### src/rtl/gpio_mulpop_pkg.sv
// Shared constants for the gpio_mulpop peripheral: register map, FSM encodings,
// STATUS bit positions and the popcount helper.
package gpio_mulpop_pkg;

    localparam logic [15:0] ADDR_A1   = 16'h037F;
    localparam logic [15:0] ADDR_A2   = 16'h0388;
    localparam logic [15:0] ADDR_W    = 16'h0390;
    localparam logic [15:0] ADDR_L    = 16'h0398;
    localparam logic [15:0] ADDR_CTRL = 16'h03A0;
    localparam logic [15:0] ADDR_HI   = 16'h03A8;

    typedef logic [1:0] state_t;
    localparam state_t ST_IDLE  = 2'd0;
    localparam state_t ST_LOAD  = 2'd1;
    localparam state_t ST_MULT  = 2'd2;
    localparam state_t ST_COUNT = 2'd3;

    localparam int STAT_VALID = 0;
    localparam int STAT_READY = 1;
    localparam int STAT_DONE  = 2;

    function automatic logic [5:0] popcount32(input logic [31:0] v);
        logic [5:0] n;
        n = 6'd0;
        for (int i = 0; i < 32; i++) begin
            n = n + {5'd0, v[i]};
        end
        return n;
    endfunction

endpackage

### src/rtl/gpio_mulpop_if.sv
// Emulated system bus seen by gpio_mulpop: level strobes, 16-bit address, 32-bit data.
interface gpio_mulpop_if;
    logic [15:0] saddress;
    logic        srd;
    logic        swr;
    logic [31:0] sdata_in;
    logic [31:0] sdata_out;

    modport master (output saddress, srd, swr, sdata_in, input sdata_out);
    modport slave  (input saddress, srd, swr, sdata_in, output sdata_out);
endinterface

### src/rtl/gpio_mulpop_core.sv
// mulpop_core: LOAD/MULT/COUNT sequencer, shift-add multiplier and result registers.
// Upper-result register exists only with GPIO_MULPOP_RESULT_HI_EN.
module mulpop_core
    import gpio_mulpop_pkg::*;
#(
    parameter int OP_W = 24
) (
    input  logic            clk,
    input  logic            n_reset,
    input  logic [OP_W-1:0] a1,
    input  logic [OP_W-1:0] a2,
    input  logic            start,
    output logic            busy,
    output logic            done_pulse,
    output logic [31:0]     res_lo,
`ifdef GPIO_MULPOP_RESULT_HI_EN
    output logic [31:0]     res_hi,
`endif
    output logic [5:0]      ones,
    output logic            valid,
    output logic            ready,
    output logic            done
);
    localparam int RES_W = 2 * OP_W;
    localparam int IDX_W = (OP_W > 1) ? $clog2(OP_W) : 1;
    localparam logic [IDX_W-1:0] IDX_LAST = IDX_W'(OP_W - 1);

    state_t            state_q, state_d;
    logic [IDX_W-1:0]  idx_q, idx_d;
    logic [OP_W-1:0]   a1s_q, a1s_d, a2s_q, a2s_d;
    logic [RES_W-1:0]  acc_q, acc_d, prod_s;
    logic [31:0]       w_q, w_d;
    logic [5:0]        l_q, l_d;
    logic              valid_q, valid_d, ready_q, ready_d, done_q, done_d;
    logic [63:0]       acc_ext_s;

    assign prod_s    = {{OP_W{1'b0}}, a1s_q} << idx_q;
    assign acc_ext_s = 64'(acc_q);

    // Sequencer and datapath next-state
    always_comb begin
        state_d = state_q;
        idx_d   = idx_q;
        a1s_d   = a1s_q;
        a2s_d   = a2s_q;
        acc_d   = acc_q;
        w_d     = w_q;
        l_d     = l_q;
        valid_d = valid_q;
        ready_d = ready_q;
        done_d  = done_q;
        case (state_q)
            ST_IDLE: begin
                if (start) state_d = ST_LOAD;
                else       state_d = ST_IDLE;
            end
            ST_LOAD: begin
                a1s_d   = a1;
                a2s_d   = a2;
                acc_d   = '0;
                idx_d   = '0;
                ready_d = 1'b0;
                done_d  = 1'b0;
                state_d = ST_MULT;
            end
            ST_MULT: begin
                if (a2s_q[idx_q]) acc_d = acc_q + prod_s;
                else              acc_d = acc_q;
                if (idx_q == IDX_LAST) begin
                    state_d = ST_COUNT;
                end else begin
                    idx_d   = idx_q + IDX_W'(1);
                    state_d = ST_MULT;
                end
            end
            ST_COUNT: begin
                w_d     = acc_ext_s[31:0];
                l_d     = popcount32(acc_ext_s[31:0]);
                valid_d = (acc_ext_s[63:32] == 32'd0);
                ready_d = 1'b1;
                done_d  = 1'b1;
                state_d = ST_IDLE;
            end
            default: state_d = ST_IDLE;
        endcase
    end

    // State and result registers
    always_ff @(posedge clk or negedge n_reset) begin
        if (!n_reset) begin
            state_q <= ST_IDLE;
            idx_q   <= '0;
            a1s_q   <= '0;
            a2s_q   <= '0;
            acc_q   <= '0;
            w_q     <= 32'd0;
            l_q     <= 6'd0;
            valid_q <= 1'b1;
            ready_q <= 1'b1;
            done_q  <= 1'b0;
        end else begin
            state_q <= state_d;
            idx_q   <= idx_d;
            a1s_q   <= a1s_d;
            a2s_q   <= a2s_d;
            acc_q   <= acc_d;
            w_q     <= w_d;
            l_q     <= l_d;
            valid_q <= valid_d;
            ready_q <= ready_d;
            done_q  <= done_d;
        end
    end

`ifdef GPIO_MULPOP_RESULT_HI_EN
    logic [31:0] hi_q, hi_d;

    always_comb begin
        hi_d = (state_q == ST_COUNT) ? acc_ext_s[63:32] : hi_q;
    end

    // Upper product word, captured alongside W
    always_ff @(posedge clk or negedge n_reset) begin
        if (!n_reset) hi_q <= 32'd0;
        else          hi_q <= hi_d;
    end

    assign res_hi = hi_q;
`endif

    assign busy       = (state_q != ST_IDLE);
    assign done_pulse = (state_q == ST_COUNT);
    assign res_lo     = w_q;
    assign ones       = l_q;
    assign valid      = valid_q;
    assign ready      = ready_q;
    assign done       = done_q;

endmodule

### src/rtl/gpio_mulpop.sv
// gpio_mulpop top: bus decode, strobe edge detect, read mux, op counter, GPIO latch.
// Optional upper-result register at 0x03A8 with GPIO_MULPOP_RESULT_HI_EN.
module gpio_mulpop
    import gpio_mulpop_pkg::*;
#(
    parameter int          OP_W    = 24,
    parameter int          CNT_W   = 16,
    parameter logic [15:0] BASE_A1 = ADDR_A1
) (
    input  logic                clk,
    input  logic                n_reset,
    gpio_mulpop_if.slave        bus,
    input  logic [31:0]         gpio_in,
    input  logic                gpio_latch,
    output logic [31:0]         gpio_out,
    output logic [31:0]         gpio_in_s_insp
);
    logic              srd_q, swr_q;
    logic [OP_W-1:0]   a1_q, a1_d, a2_q, a2_d;
    logic [31:0]       sdata_out_q, sdata_out_d, rd_data_s;
    logic [CNT_W-1:0]  op_count_q, op_count_d;
    logic [31:0]       gpio_in_s_q, gpio_in_s_d;
    logic              rd_edge_s, wr_edge_s, start_s;
    logic              busy_s, done_pulse_s, valid_s, ready_s, done_s;
    logic [31:0]       res_lo_s;
    logic [5:0]        ones_s;
    logic [2:0]        status_s;
    logic              unused_ok_s;
`ifdef GPIO_MULPOP_RESULT_HI_EN
    logic [31:0]       res_hi_s;
`endif

    assign rd_edge_s   = bus.srd & ~srd_q;
    assign wr_edge_s   = bus.swr & ~swr_q;
    assign start_s     = wr_edge_s && (bus.saddress == ADDR_CTRL) && bus.sdata_in[0] && !busy_s;
    assign unused_ok_s = &{1'b0, bus.sdata_in};

    mulpop_core #(.OP_W(OP_W)) u_core (
        .clk        (clk),
        .n_reset    (n_reset),
        .a1         (a1_q),
        .a2         (a2_q),
        .start      (start_s),
        .busy       (busy_s),
        .done_pulse (done_pulse_s),
        .res_lo     (res_lo_s),
`ifdef GPIO_MULPOP_RESULT_HI_EN
        .res_hi     (res_hi_s),
`endif
        .ones       (ones_s),
        .valid      (valid_s),
        .ready      (ready_s),
        .done       (done_s)
    );

    always_comb begin
        status_s             = 3'd0;
        status_s[STAT_VALID] = valid_s;
        status_s[STAT_READY] = ready_s;
        status_s[STAT_DONE]  = done_s;
    end

    // Read mux: write-only and unmapped addresses read as zero
    always_comb begin
        rd_data_s = 32'd0;
        case (bus.saddress)
            ADDR_W:    rd_data_s = res_lo_s;
            ADDR_L:    rd_data_s = {26'd0, ones_s};
            ADDR_CTRL: rd_data_s = {29'd0, status_s};
`ifdef GPIO_MULPOP_RESULT_HI_EN
            ADDR_HI:   rd_data_s = res_hi_s;
`endif
            default:   rd_data_s = 32'd0;
        endcase
    end

    always_comb begin
        a1_d        = (wr_edge_s && bus.saddress == BASE_A1)  ? bus.sdata_in[OP_W-1:0] : a1_q;
        a2_d        = (wr_edge_s && bus.saddress == ADDR_A2)  ? bus.sdata_in[OP_W-1:0] : a2_q;
        sdata_out_d = rd_edge_s    ? rd_data_s                   : sdata_out_q;
        op_count_d  = done_pulse_s ? op_count_q + CNT_W'(1)      : op_count_q;
        gpio_in_s_d = gpio_latch   ? gpio_in                     : gpio_in_s_q;
    end

    // Bus-side registers
    always_ff @(posedge clk or negedge n_reset) begin
        if (!n_reset) begin
            srd_q       <= 1'b0;
            swr_q       <= 1'b0;
            a1_q        <= '0;
            a2_q        <= '0;
            sdata_out_q <= 32'd0;
            op_count_q  <= '0;
            gpio_in_s_q <= 32'd0;
        end else begin
            srd_q       <= bus.srd;
            swr_q       <= bus.swr;
            a1_q        <= a1_d;
            a2_q        <= a2_d;
            sdata_out_q <= sdata_out_d;
            op_count_q  <= op_count_d;
            gpio_in_s_q <= gpio_in_s_d;
        end
    end

    assign bus.sdata_out  = sdata_out_q;
    assign gpio_out       = 32'(op_count_q);
    assign gpio_in_s_insp = gpio_in_s_q;

endmodule

### src/flat_wrapper.sv
// flat-port wrapper written by rule: the top's interface ports become plain ports
module gpio_mulpop_flat import gpio_mulpop_pkg::*;
#(
    parameter int          OP_W    = 24,
    parameter int          CNT_W   = 16,
    parameter logic [15:0] BASE_A1 = ADDR_A1
)
  (clk, n_reset, gpio_in, gpio_latch, gpio_out, gpio_in_s_insp, bus_saddress, bus_srd, bus_swr, bus_sdata_in, bus_sdata_out);
  gpio_mulpop_if bus_i ();
  input  logic clk;
  input  logic n_reset;
  input  logic [31:0] gpio_in;
  input  logic gpio_latch;
  output logic [31:0] gpio_out;
  output logic [31:0] gpio_in_s_insp;
  input wire logic [$bits(bus_i.saddress)-1:0] bus_saddress;
  input wire logic [$bits(bus_i.srd)-1:0] bus_srd;
  input wire logic [$bits(bus_i.swr)-1:0] bus_swr;
  input wire logic [$bits(bus_i.sdata_in)-1:0] bus_sdata_in;
  output wire logic [$bits(bus_i.sdata_out)-1:0] bus_sdata_out;
  assign bus_i.saddress = bus_saddress;
  assign bus_i.srd = bus_srd;
  assign bus_i.swr = bus_swr;
  assign bus_i.sdata_in = bus_sdata_in;
  assign bus_sdata_out = bus_i.sdata_out;
  gpio_mulpop #(.OP_W(OP_W), .CNT_W(CNT_W), .BASE_A1(BASE_A1)) u_core (.clk(clk), .n_reset(n_reset), .bus(bus_i), .gpio_in(gpio_in), .gpio_latch(gpio_latch), .gpio_out(gpio_out), .gpio_in_s_insp(gpio_in_s_insp));
endmodule
### config.mk
export PLATFORM = sky130hd
export DESIGN_NAME = gpio_mulpop_flat
export DESIGN_NICKNAME = d
export VERILOG_FILES = /design/src/rtl/gpio_mulpop_pkg.sv /design/src/rtl/gpio_mulpop_if.sv /design/src/rtl/gpio_mulpop_core.sv /design/src/rtl/gpio_mulpop.sv /design/src/flat_wrapper.sv
export SDC_FILE = /design/constraint.sdc
export NUM_CORES = 1
export LEC_CHECK = 0
export BUFFER_PORTS_ARGS = -buffer_cell sky130_fd_sc_hd__clkbuf_2
export CORE_MARGIN = 3
export CORE_UTILIZATION = 40
export DETAILED_ROUTE_END_ITERATION = 10
export GPL_TIMING_DRIVEN = 0
export PLACE_DENSITY = 0.68
export SLEW_MARGIN = 20
export SYNTH_ARGS = -nofsm -noshare
export SYNTH_HDL_FRONTEND = slang
export SYNTH_HIERARCHICAL = 1
export SYNTH_SLANG_ARGS = --single-unit
### constraint.sdc
create_clock -name clk -period 8.9 [get_ports clk]
set_input_delay 1.335 -clock clk [delete_from_list [all_inputs] [get_ports clk]]
set_output_delay 1.335 -clock clk [all_outputs]
set_load 0.02 [all_outputs]
### Yosys cells after proc, flatten, opt, wreduce, memory -nomap -nowiden

Index checks and enable logic that the tools add are counted.

| operators by class | value |
|---|---|
| reduce and logical (&&, ||, !) cells | 13 |
| equality and inequality tests | 11 |
| multiplexer cells | 11 |
| $add $sub $neg | 34 |
| shift operators | 1 |
| bitwise gates (word level) | 4 |
| magnitude comparators | 1 |

Operators by type and width:

| kind | number |
|---|---|
| 6-bit by 1-bit adder with 6-bit output | 26 |
| 32-bit one-hot mux with 3 select lines | 1 |
| 48-bit one-hot mux with 2 select lines | 1 |
| 16-bit by 10-bit equality test with 1-bit output, second input constant | 5 |
| 48-bit adder | 1 |
| 48-bit 2-to-1 mux | 1 |
| 24-bit by 5-bit left shift with 48-bit output | 1 |
| 32-bit logical NOT | 1 |
| 16-bit by 1-bit adder with 16-bit output, second input constant | 1 |
| 5-bit one-hot mux with 2 select lines | 1 |
| 2-bit one-hot mux with 4 select lines | 1 |
| 5-bit by 1-bit adder with 6-bit output | 1 |
| 5-bit by 6-bit less-than comparator with 1-bit output, second input constant | 1 |
| 2-bit nonzero test | 3 |
| 4-bit by 1-bit adder with 5-bit output | 1 |
| 5-bit by 1-bit adder with 5-bit output, second input constant | 1 |
| 1-bit binary-select mux with 5-bit select | 1 |
| 5-bit equality test, second input constant | 1 |
| 1-bit logical AND | 5 |
| 5-bit 2-to-1 mux | 1 |
| 3-bit by 1-bit adder with 4-bit output | 1 |
| 2-bit equality test, second input constant | 2 |
| 2-bit inequality test, second input constant | 2 |
| 2-bit AND reduction | 2 |
| other kinds (9) | 13 |

| word-level totals | value |
|---|---|
| word-level logic and storage cells | 92 |
| flip-flop bits (word level) | 274 |

### Logic depth before layout (Yosys ltp)

Gate-level depths: netlist of the first run.

| logic depth | value |
|---|---|
| depth after elaboration | 31 |
| mapped depth | 21 |
| depth with buffers taken out | 17 |

### By module

Netlist of the first run, hierarchy kept.

By module, submodules not included:

| module | times used | cells an instance | area each (um^2) |
|---|---|---|---|
| mulpop_core | 1 | 1147 | 10844.2 |
| gpio_mulpop | 1 | 408 | 5271.3 |

### Worst setup path before layout of the first run

No wires, ideal clock.

| path | value |
|---|---|
| path kind | reg-to-reg |
| start point | register u_core.u_core.acc_q[19] |
| end point | register u_core.u_core.l_q[4], in the netlist u_core/u_core/ones[4] |
| path buffers | 0 |
| cell stages (with the launch flop) | 17 |
| clock period less this slack | 4.815 ns |
| required time | 8.775 ns |
| setup slack | 4.085 ns |
| arrival | 4.690 ns |
| cells stage by stage | dfrtp_1 fa_1 inv_1 fa_1 inv_1 fa_1 inv_1 fa_1 fa_1 fa_1 fa_1 inv_1 fa_1 a21o_1 a21oi_1 xnor2_1 mux2_2 |

| between the ends | value |
|---|---|
| cells in the longest elaborated chain, start to end | 13 |

Ends and longest elaborated chain:

| item | RTL line | text |
|---|---|---|
| start, declared | gpio_mulpop_core.sv:31 | `logic [RES_W-1:0] acc_q, acc_d, prod_s;` |
| start signal, assigned | gpio_mulpop_core.sv:95 | `acc_q <= '0;` |
| start signal, assigned | gpio_mulpop_core.sv:106 | `acc_q <= acc_d;` |
| 6-bit by 1-bit adder with 6-bit output (13 in series) | gpio_mulpop_pkg.sv:26 | `n = n + {5'd0, v[i]};` |
| end signal, assigned | gpio_mulpop_core.sv:108 | `l_q <= l_d;` |
| end, declared | gpio_mulpop_core.sv:33 | `logic [5:0] l_q, l_d;` |

Every way passes these cells.
A chain may end at the register's enable or synchronous reset.

### Worst setup path after layout of the first run

| path | value |
|---|---|
| start point | register u_core.u_core.idx_q[1] |
| end point | register u_core.u_core.acc_q[46] |

| between the ends | value |
|---|---|
| cells in the longest elaborated chain, start to end | 4 |

Ends and longest elaborated chain:

| item | RTL line | text |
|---|---|---|
| start, declared | gpio_mulpop_core.sv:29 | `logic [IDX_W-1:0] idx_q, idx_d;` |
| start signal, assigned | gpio_mulpop_core.sv:103 | `idx_q <= idx_d;` |
| 24-bit by 5-bit left shift with 48-bit output / 1-bit binary-select mux with 5-bit select (equally long branches) | gpio_mulpop_core.sv:37, gpio_mulpop_core.sv:67 |  |
| 48-bit adder / 1-bit 2-to-1 mux (equally long branches) | gpio_mulpop_core.sv:67 | `if (a2s_q[idx_q]) acc_d = acc_q + prod_s;` |
| 48-bit 2-to-1 mux / 2-bit inequality test (equally long branches) | -- |  |
| 48-bit one-hot mux with 2 select lines / 2-bit AND reduction (equally long branches) | -- |  |

Parallel ways exist; a longest one is shown, timed or not. The select of a mux whose other input is x is not followed.

==> impl_metrics.toml, run 1 <==
[run_status]
status = "finished clean"

[hold_path]
min_from = "u_core/op_count_q[15]"
min_path_cells = 1
hp-class = "register to register"
min_to = "u_core/op_count_q[15]"

[worst_setup_path]
slowest_stage = "clkbuf_1"
worst_path_most_repeated_cell = "o21ai_0"
cp-start-kind = "register"
end_kind = "register"
r2r_cells = 18
slowest_delay_ns = 0.49
path_cells = "clkbuf_1 -> buf_2 -> buf_2 -> mux4_2 -> nand2_1 -> o21ai_0 -> o21ai_0 -> o22ai_1 -> ha_1 -> clkbuf_1 -> nand3_1 -> nor4_1 -> and3_1 -> a221oi_1 -> a21oi_1 -> a41oi_1 -> xor2_1 -> o21ai_0"
critPathMaxFanout = 10
critical_path_arrival_ns = 5.99
r2r-start = "u_core/u_core/idx_q[1]"
timing.rr.end = "u_core/u_core/acc_q[46]"
worstSetupPathType = "register to register"
crit_required_ns = 9.37
r2r_setup_slack_ns = 3.37

[synthesis]
ys_seq_area_frac = 0.4256
async_flop_share = 1.000
yosysUniqueCellTypes = 75
synth_top_area_frac = 0.4224
ys_seq_elements = 274
syn_inst = 1555
synth_ff_type = "dfrtp_1"
netlist_top_cells_count = "dfrtp_1, mux2_2, nand2_1"
avgSynthCellArea_um2 = 10.36
yosysWarnings = 6
synth_area_leaders = "dfrtp_1, mux2_2, ha_1"
yosysTopAreaCell = "dfrtp_1"
synth_most_common_cell = "dfrtp_1"
synth_edf_count = 0
netlist_area_um2 = 16120

[layout]
n_antenna_cell = 0
syn2layout_area_growth_pct = 16.12
nNetsFinal = 1932
fillers = 3649
final_cells = 2297
drive_gt1_frac = 0.2524

[floorplanning]
dieArea_um2 = 42730
rows = 72
fp.dieW_um = 206.7
core_um2 = 39190
io_pins = 181
fp.dieH_um = 206.7
initial_core_util = 0.4112

[clock_tree]
ctsResizeCount = 0
cts_num_sinks = 274
clockBufferDepth = 3
cts_tree = "built"
numCtsBuffers = 30
path_clk_slew_ns = 0.06
h-tree-depth = 1
clock_latency_ns = 0.57
cts_setup_buffers = 0
hold_buffers = 0
cts_root_buf = "clkbuf_16"

[drt]
drt_iter0_markers = 768
drtAntennaViolNets = 0
via_count = 12480
drt-pass1-iter-count = 5
wl_per_cell_um = 18.37
drc = 0
viasPerCell = 5.434
drt_wl_total_um = 42190

[run]
drv_cap = 0

[timing]
tightest_slew_ns = 0.9450
hold_violations = 0
period_minus_slack_ns = 5.525
timing.slew.headroom = 0.3642
fin_ws_ns = 3.375
rsz0062_at_grt = "false"
fin_setup_tns_ns = 0
report.final.slew_viol_count = 0
fin_crit_sh = 0.6208
clock.fmax_ghz = 0.1810
hold_slack_ns = 0.4692
setup_viol = 0
finalClockSkew_ns = 0.02332

[power_and_ir_drop]
swShare = 0.2195
p_int_mw = 2.093
ir_drop_uv = 114.7
power_density_nw_per_um2 = 143.3
switchingPower_mw = 0.5884
p_total_mw = 2.681
clkPwrFrac = 0.481
comb_power_share = 0.046
leakagePower_nw = 8.968
pwr-share-seq = 0.473

[grt]
antenna_found_initial = 0
grt_pass1_vias = 12560
grt_pass1_wl_um = 68090
grt_use_total = 0.1988
grt_max_degree = 97
grt-ovfl-total = 0

[placed_design]
port_buffers = 155
routabilityCongestion = 0.9567
pre_cts_slack_ns = 3.533
dp_hpwl_um = 32910
place_inst = 2246
[registers in the layout, summed over array words and instances, names as in the netlist, 16 cells and up]
| register | count |
|---|---|
| u_core/u_core/acc_q | 48 |
| u_core/bus.sdata_out | 32 |
| u_core/gpio_in_s_insp | 32 |
| u_core/u_core/res_lo | 32 |
| u_core/a1_q | 24 |
| u_core/a2_q | 24 |
| u_core/u_core/a1s_q | 24 |
| u_core/u_core/a2s_q | 24 |
| u_core/op_count_q | 16 |
[kinds of logic after synthesis]
logic type | Yosys count | share of synthesized area
simple gates | 390 | 0.1163
fa+ha+maj | 87 | 0.07919
compound gates | 325 | 0.1223
xor+xnor | 59 | 0.03206
buf+inv | 183 | 0.04915
mux | 236 | 0.1752
other cells | 1 | 0.0002327
flops | 274 | 0.4256
[metrics by stage]
stage               utilization  area (um^2)
global route             0.4775        18710
detailed placement       0.4513        17690
finish                   0.4775        18710
floorplan                     -        16170
global placement         0.4490        17600
CTS                      0.4775        18710
[metal layers]
layer | wire [um] | up-vias | GRT usage
met3 | 2057 | 79 | 0.02901
met5 | 0 | - | 0
met1 | 19150 | 6180 | 0.2720
met2 | 19670 | 285 | 0.3303
li1 | - | 5939 | -
met4 | 1313 | 0 | 0.05875
[power groups by stage]
| stage | registers, mW | logic [mW] | clock network, mW |
|---|---|---|---|
| floorplan | 1.31 | 0.0359 | 0 |
| global placement | 1.29 | 0.119 | 0 |
| detailed placement | 1.29 | 0.126 | 0 |
| CTS | 1.27 | 0.127 | 1.32 |
| global route | 1.27 | 0.136 | 1.37 |
| finish | 1.27 | 0.123 | 1.29 |
[how the worst max path moves through the flow]
stage / start / to / cells after the start
2_1_floorplan: u_core/u_core/acc_q[19] / u_core/u_core/ones[4] / 16
3_3_place_gp: n_reset / u_core/op_count_q[10] / 1
3_5_place_dp: u_core/u_core/idx_q[1] / u_core/u_core/acc_q[35] / 19
4_1_cts: u_core/u_core/idx_q[1] / u_core/u_core/acc_q[46] / 18
5_1_grt: u_core/u_core/idx_q[1] / u_core/u_core/acc_q[35] / 19
6_report: u_core/u_core/idx_q[1] / u_core/u_core/acc_q[46] / 18
[layout by cell type (no fill, tap or decap), types with 7 or more instances in the layout]
cell | netlist | final
a211oi_1 | 7 | 7
a21o_1 | 26 | 26
a21oi_1 | 83 | 83
a22oi_1 | 7 | 7
and2_1 | 7 | 7
and3_1 | 9 | 9
buf_1 | 15 | 15
buf_2 | 12 | 12
buf_4 | 16 | 16
clkbuf_1 | 63 | 67
clkbuf_16 | 0 | 30
clkbuf_2 | 0 | 154
conb_1 | 1 | 16
dfrtp_1 | 272 | 272
fa_1 | 25 | 25
ha_1 | 62 | 62
inv_1 | 72 | 72
mux2_2 | 176 | 176
mux2i_1 | 36 | 36
mux4_2 | 16 | 16
nand2_1 | 139 | 139
nand2b_1 | 9 | 9
nand3_1 | 71 | 71
nand4_1 | 23 | 23
nor2_1 | 77 | 77
nor3_1 | 10 | 10
nor4_1 | 9 | 9
o211ai_1 | 8 | 8
o21a_1 | 8 | 8
o21ai_0 | 117 | 117
o21bai_1 | 7 | 7
o22ai_1 | 13 | 13
o31ai_1 | 11 | 11
xnor2_1 | 37 | 37
xor2_1 | 22 | 22
[final cells by class]
class	count	area [um^2]	share of cell area
clock inverters	14	219.0	0.01170
well taps	518	648.1	0.03464
inverters	73	274.0	0.01464
multi-input cells	1113	8521	0.4553
repair buffers	158	867.1	0.04634
flip-flops and latches	274	6859	0.3665
plain buffers	110	518.0	0.02768
clock buffers	37	807.0	0.04313
[worst max-delay path: cells and delay by family (launching register included)]
kind | cells | cell delay [ns]
flip-flops | 1 | 0.34
adder cells (fa/ha/maj) | 1 | 0.33
AO/OA/AOI/OAI | 7 | 1.87
multiplexers | 1 | 0.38
buffers and inverters | 4 | 1.46
AND/OR/NAND/NOR | 4 | 0.84
XOR/XNOR | 1 | 0.19
Note: power is estimated with default switching activity, not from simulation.
==> inputs of run 2 (changes only) <==
clock period = 5.3 ns   (was 8.9 ns; I/O delays follow)
==> run 2 against run 1 <==
Clock power is 67% higher; combinational power is 68% higher; power is 68% higher; flip-flop and latch count stayed put; sequential share of layout area hardly changed; largest cell class unchanged; clock skew is 0.00083 ns higher; non-clock buffer count is 2 lower.
==> impl_metrics.toml, run 2 (synthesis results as in run 1) <==
[timing]
fin_setup_tns_ns = 0
tightest_slew_ns = 0.9443
period_minus_slack_ns = 5.088
setup_viol = 0
timing.slew.headroom = 0.3647
hold_violations = 0
report.final.slew_viol_count = 0
finalClockSkew_ns = 0.02415
clock.fmax_ghz = 0.1965
fin_crit_sh = 0.9600

[power_and_ir_drop]
comb_power_share = 0.046
power_density_nw_per_um2 = 240.3
leakagePower_nw = 8.976
ir_drop_uv = 192.6
p_total_mw = 4.502
pwr-share-seq = 0.473
p_int_mw = 3.514
swShare = 0.2195
switchingPower_mw = 0.9882
clkPwrFrac = 0.481

[worst_setup_path]
worstSetupPathType = "register to register"
crit_required_ns = 5.76
slowest_stage = "fa_1"
r2r-start = "u_core/u_core/acc_q[19]"
cp-start-kind = "register"
critPathLaunch = "u_core/u_core/acc_q[19]"
end_kind = "register"
critPathTopFamily = "adder cells"
critical_path_arrival_ns = 5.55
path_cells = "fa_1 -> inv_1 -> fa_1 -> inv_1 -> fa_1 -> inv_1 -> fa_1 -> fa_1 -> fa_1 -> fa_1 -> inv_1 -> fa_1 -> a21o_1 -> a21oi_1 -> xnor2_1 -> mux2_2"
critPathMaxFanout = 4
worst_path_most_repeated_cell = "fa_1"
worstPathBufferInverterCount = 4
slowest_delay_ns = 0.56

[grt]
grt-ovfl-total = 0
grt_use_total = 0.1988
busiest_layer = "met2"
grt_max_degree = 97
use_met1 = 0.2721
antenna_found_initial = 0
use_met2 = 0.3311
grt_use_met3 = 0.02885
grt_pass1_vias = 12550
grt_pass1_wl_um = 68080

[floorplanning]
fp.dieW_um = 206.7
io_pins = 181
rows = 72
fp.dieH_um = 206.7
core_um2 = 39190
initial_core_util = 0.4112
dieArea_um2 = 42730

[drt]
drt_iter0_markers = 904
drtAntennaViolNets = 0
via_count = 12490
viasPerCell = 5.441
drt_wl_total_um = 42240
wl_per_cell_um = 18.41
drc = 0
drt-pass1-iter-count = 5

[placed_design]
routabilityCongestion = 0.9567
dp_hpwl_um = 32910
port_buffers = 155

[layout]
syn2layout_area_growth_pct = 16.27
final_cell_mix = "dfrtp_1, mux2_2, clkbuf_2"
largest_reg_flops = 48
largest-register = "u_core/u_core/acc_q"
layout_commonest_cell = "dfrtp_1"
n_antenna_cell = 0
fillers = 3651
drive_gt1_frac = 0.2572
nNetsFinal = 1930

[clock_tree]
cts_tree = "built"
numCtsBuffers = 30
cts_setup_buffers = 0
cts_root_buf = "clkbuf_16"
cts_num_sinks = 274
h-tree-depth = 1
clockBufferDepth = 3
clock_latency_ns = 0.57
path_clk_slew_ns = 0.06

[run]
drv_cap = 0

[hold_path]
hp-class = "input pin to async pin"

[run_status]
status = "finished clean"
run 2: cell types whose count changed in the layout (fill, tap and decap cells not counted), sizes merged:
cell / before / now
buf: 50 / 47
clkbuf: 255 / 256
run 2: what timing repair did:
action                                  in CTS  in global routing
gates resized for setup                      2                 12
hold buffers                                 0                  0
endpoints found under the setup margin       3                 15
gates cloned                                 0                  0
run 2: layout make-up:
type,count,area (um^2),area share
Sequential cell,274,6859,0.3661
Buffer,108,513.0,0.02738
Tap cell,518,648.1,0.03459
Clock inverter,14,219.0,0.01169
Clock buffer,37,807.0,0.04307
Timing Repair Buffer,158,867.1,0.04627
Inverter,73,274.0,0.01462
Multi-Input combinational cell,1113,8551,0.4563
run 2: path summary, 6_finish.rpt:
path	slack [ns]	cells after the start	endpoint
max in group asynchronous	4.12	3	u_core/u_core/valid
min	0.25	2	u_core/u_core/acc_q[39]
max	0.21	16	u_core/u_core/ones[4]
max reg2reg	0.21	16	u_core/u_core/ones[4]
min in group clk	0.34	1	u_core/swr_q
min reg2reg	0.47	2	u_core/u_core/valid
run 2: metal layers:
layer,vias up,share of wire
li1,5938,-
met1,6173,0.45
met2,297,0.47
met3,79,0.048
met4,0,0.030
met5,-,0
run 2: stage by stage:
step | utilization | setup WS [ns] | std cells | instance area [um^2] | hold slack [ns]
6_report | 0.4782 | 0.2121 | 2295 | 18740 | 0.2471
5_1_grt | 0.4782 | -0.01559 | 2295 | 18740 | 0.2683
4_1_cts | 0.4776 | 0.003553 | 2297 | 18710 | 0.2758
3_5_place_dp | 0.4513 | -0.06662 | 2246 | 17690 | 0.4580
3_3_place_gp | 0.4490 | -2.265 | 2243 | 17600 | 0.4572
2_1_floorplan | - | 0.4849 | 1570 | 16170 | 0.4445
run 2: power by group through the flow:
| stage | sequential, mW | combinational [mW] | clock, mW |
|---|---|---|---|
| detailed placement | 2.17 | 0.212 | 0 |
| CTS | 2.13 | 0.212 | 2.22 |
| floorplan | 2.20 | 0.0603 | 0 |
| global placement | 2.17 | 0.201 | 0 |
| global route | 2.13 | 0.229 | 2.31 |
| finish | 2.13 | 0.207 | 2.16 |
==> inputs of run 3 (changes only) <==
BUFFER_PORTS_ARGS = -buffer_cell sky130_fd_sc_hd__buf_2   (was -buffer_cell sky130_fd_sc_hd__clkbuf_2)
==> run 3 against run 2 <==
Critical path depth unchanged; sequential share of layout area up 0.12 points; clock-buffer cell count up 2; wire length up 2.3%; critical path type unchanged; critical endpoint unchanged; largest cell class unchanged; largest power group is now sequential cells.
==> impl_metrics.toml, run 3 (synthesis results as in run 1) <==
[run_status]
status = "finished clean"

[grt]
grt_pass1_wl_um = 68830
grt_use_total = 0.2023
antenna_found_initial = 0
grt_pass1_vias = 12600
grt-ovfl-total = 0
grt_max_degree = 104

[worst_setup_path]
r2r_setup_slack_ns = 0.16
critPathTopFamily = "adder cells"
r2r-start = "u_core/u_core/acc_q[19]"
worstPathBufferInverterCount = 4
slowest_delay_ns = 0.55
end_kind = "register"
worst_path_most_repeated_cell = "fa_1"
worstSetupPathType = "register to register"
timing.rr.end = "u_core/u_core/ones[4]"
critical_path_arrival_ns = 5.60
crit_required_ns = 5.76
r2r_cells = 16
cp-start-kind = "register"
path_cells = "fa_1 -> inv_1 -> fa_1 -> inv_1 -> fa_1 -> inv_1 -> fa_1 -> fa_1 -> fa_1 -> fa_1 -> inv_1 -> fa_1 -> a21o_1 -> a21oi_1 -> xnor2_1 -> mux2_2"
critPathMaxFanout = 4
slowest_stage = "fa_1"

[layout]
layout_commonest_cell = "dfrtp_1"
final_cell_mix = "dfrtp_1, mux2_2, buf_2"
multi_input_area_um2 = 8554
post-route-util = 0.4767
fillers = 3617
largest-register = "u_core/u_core/acc_q"
nNetsFinal = 1928
fin_area_um2 = 18680
register_area_um2 = 6860
drive_gt1_frac = 0.2604
largest_reg_flops = 48
n_antenna_cell = 0
syn2layout_area_growth_pct = 15.91

[drt]
via_count = 12580
drtAntennaViolNets = 0
drt_wl_total_um = 43220
viasPerCell = 5.480
drc = 0
wl_per_cell_um = 18.82
drt-pass1-iter-count = 5
drt_iter0_markers = 1024

[placed_design]
dp_hpwl_um = 33240
port_buffers = 155
place_area_um2 = 17660
routabilityCongestion = 0.9474

[clock_tree]
cts_num_sinks = 274
path_clk_slew_ns = 0.07
hold_buffers = 0
cts_tree = "built"
h-tree-depth = 1
clock_latency_ns = 0.58
clockBufferDepth = 3
numCtsBuffers = 30
cts_root_buf = "clkbuf_16"

[timing]
setup_viol = 0
hold_violations = 0
tightest_slew_ns = 0.9295
period_minus_slack_ns = 5.138
fin_crit_sh = 0.9695
finalClockSkew_ns = 0.007325
clock.fmax_ghz = 0.1946
timing.slew.headroom = 0.3746
report.final.slew_viol_count = 0
rsz0062_at_grt = "true"

[floorplanning]
io_pins = 181
dieArea_um2 = 42730
fp.dieW_um = 206.7
initial_core_util = 0.4112
rows = 72
core_um2 = 39190
fp.dieH_um = 206.7

[hold_path]
hp-class = "input pin to async pin"

[power_and_ir_drop]
p_int_mw = 3.372
comb_power_share = 0.047
pwr-share-seq = 0.483
ir_drop_uv = 263.7
switchingPower_mw = 1.032
clkPwrFrac = 0.470
swShare = 0.2343
leakagePower_nw = 8.969
power_density_nw_per_um2 = 235.8

[run]
drv_cap = 0
-- run 3: cell count changes in the layout (fill, tap and decap cells not counted), moves of 3 or more --
cell	before	now
bufinv_16	5	1
clkbuf_2	157	3
clkbuf_1	65	62
buf_2	11	165
clkinv_2	4	7
-- run 3: worst max-delay path by stage --
| stage | startpoint | to | slack [ns] | cells past startpoint |
|---|---|---|---|---|
| 6_report | u_core/u_core/acc_q[19] | u_core/u_core/ones[4] | 0.16 | 16 |
| 3_3_place_gp | n_reset | u_core/op_count_q[10] | -1.56 | 1 |
| 5_1_grt | u_core/u_core/idx_q[0] | u_core/u_core/acc_q[42] | -0.02 | 19 |
| 2_1_floorplan | u_core/u_core/acc_q[19] | u_core/u_core/ones[4] | 0.48 | 16 |
| 4_1_cts | u_core/u_core/idx_q[0] | u_core/u_core/acc_q[46] | 0.05 | 19 |
| 3_5_place_dp | u_core/u_core/idx_q[1] | u_core/u_core/acc_q[35] | -0.11 | 19 |
-- run 3: per-stage QoR --
stage	setup slack, ns	total power [mW]	cells	hold slack [ns]	TNS [ns]
finish	0.1616	4.404	2296	0.2243	0
global route	-0.01602	4.576	2296	0.2739	-0.01666
CTS	0.04656	4.471	2299	0.2565	0
detailed placement	-0.1109	2.378	2245	0.4648	-0.3191
global placement	-1.555	2.367	2243	0.4566	-414.78
floorplan	0.4849	2.259	1570	0.4445	0
-- run 3: cell type report --
type,instances,area share
Tap cell,518,0.03470
Timing Repair Buffer,157,0.04501
Multi-Input combinational cell,1113,0.4580
Clock inverter,15,0.007703
Buffer,107,0.02746
Sequential cell,274,0.3673
Inverter,73,0.01467
Clock buffer,39,0.04521
-- run 3: power by group through the flow --
stage	logic, mW	registers (mW)	clock network (mW)
6_report	0.206	2.13	2.07
2_1_floorplan	0.0603	2.20	0
3_5_place_dp	0.211	2.17	0
4_1_cts	0.212	2.13	2.13
3_3_place_gp	0.201	2.17	0
5_1_grt	0.228	2.13	2.22
-- run 3: metal layers --
metal	routed length, um	share of wire	track usage
met3	2281	0.053	0.03027
met4	1678	0.039	0.07151
met2	20070	0.46	0.3331
met5	0	0	0
met1	19190	0.44	0.2740
-- run 3: worst reg2reg max path: stages, from the launching register on --
cell     delay (ns)
dfrtp_1        0.46
fa_1           0.56
inv_1          0.05
fa_1           0.51
inv_1          0.05
fa_1           0.47
inv_1          0.05
fa_1           0.47
fa_1           0.49
fa_1           0.52
fa_1           0.17
inv_1          0.06
fa_1           0.41
a21o_1         0.20
a21oi_1        0.20
xnor2_1        0.10
mux2_2         0.26
-- run 3: what timing repair did --
item,4_1_cts,5_1_grt
endpoints found under the setup margin,5,18
gates resized for setup,3,16
setup buffers,0,0
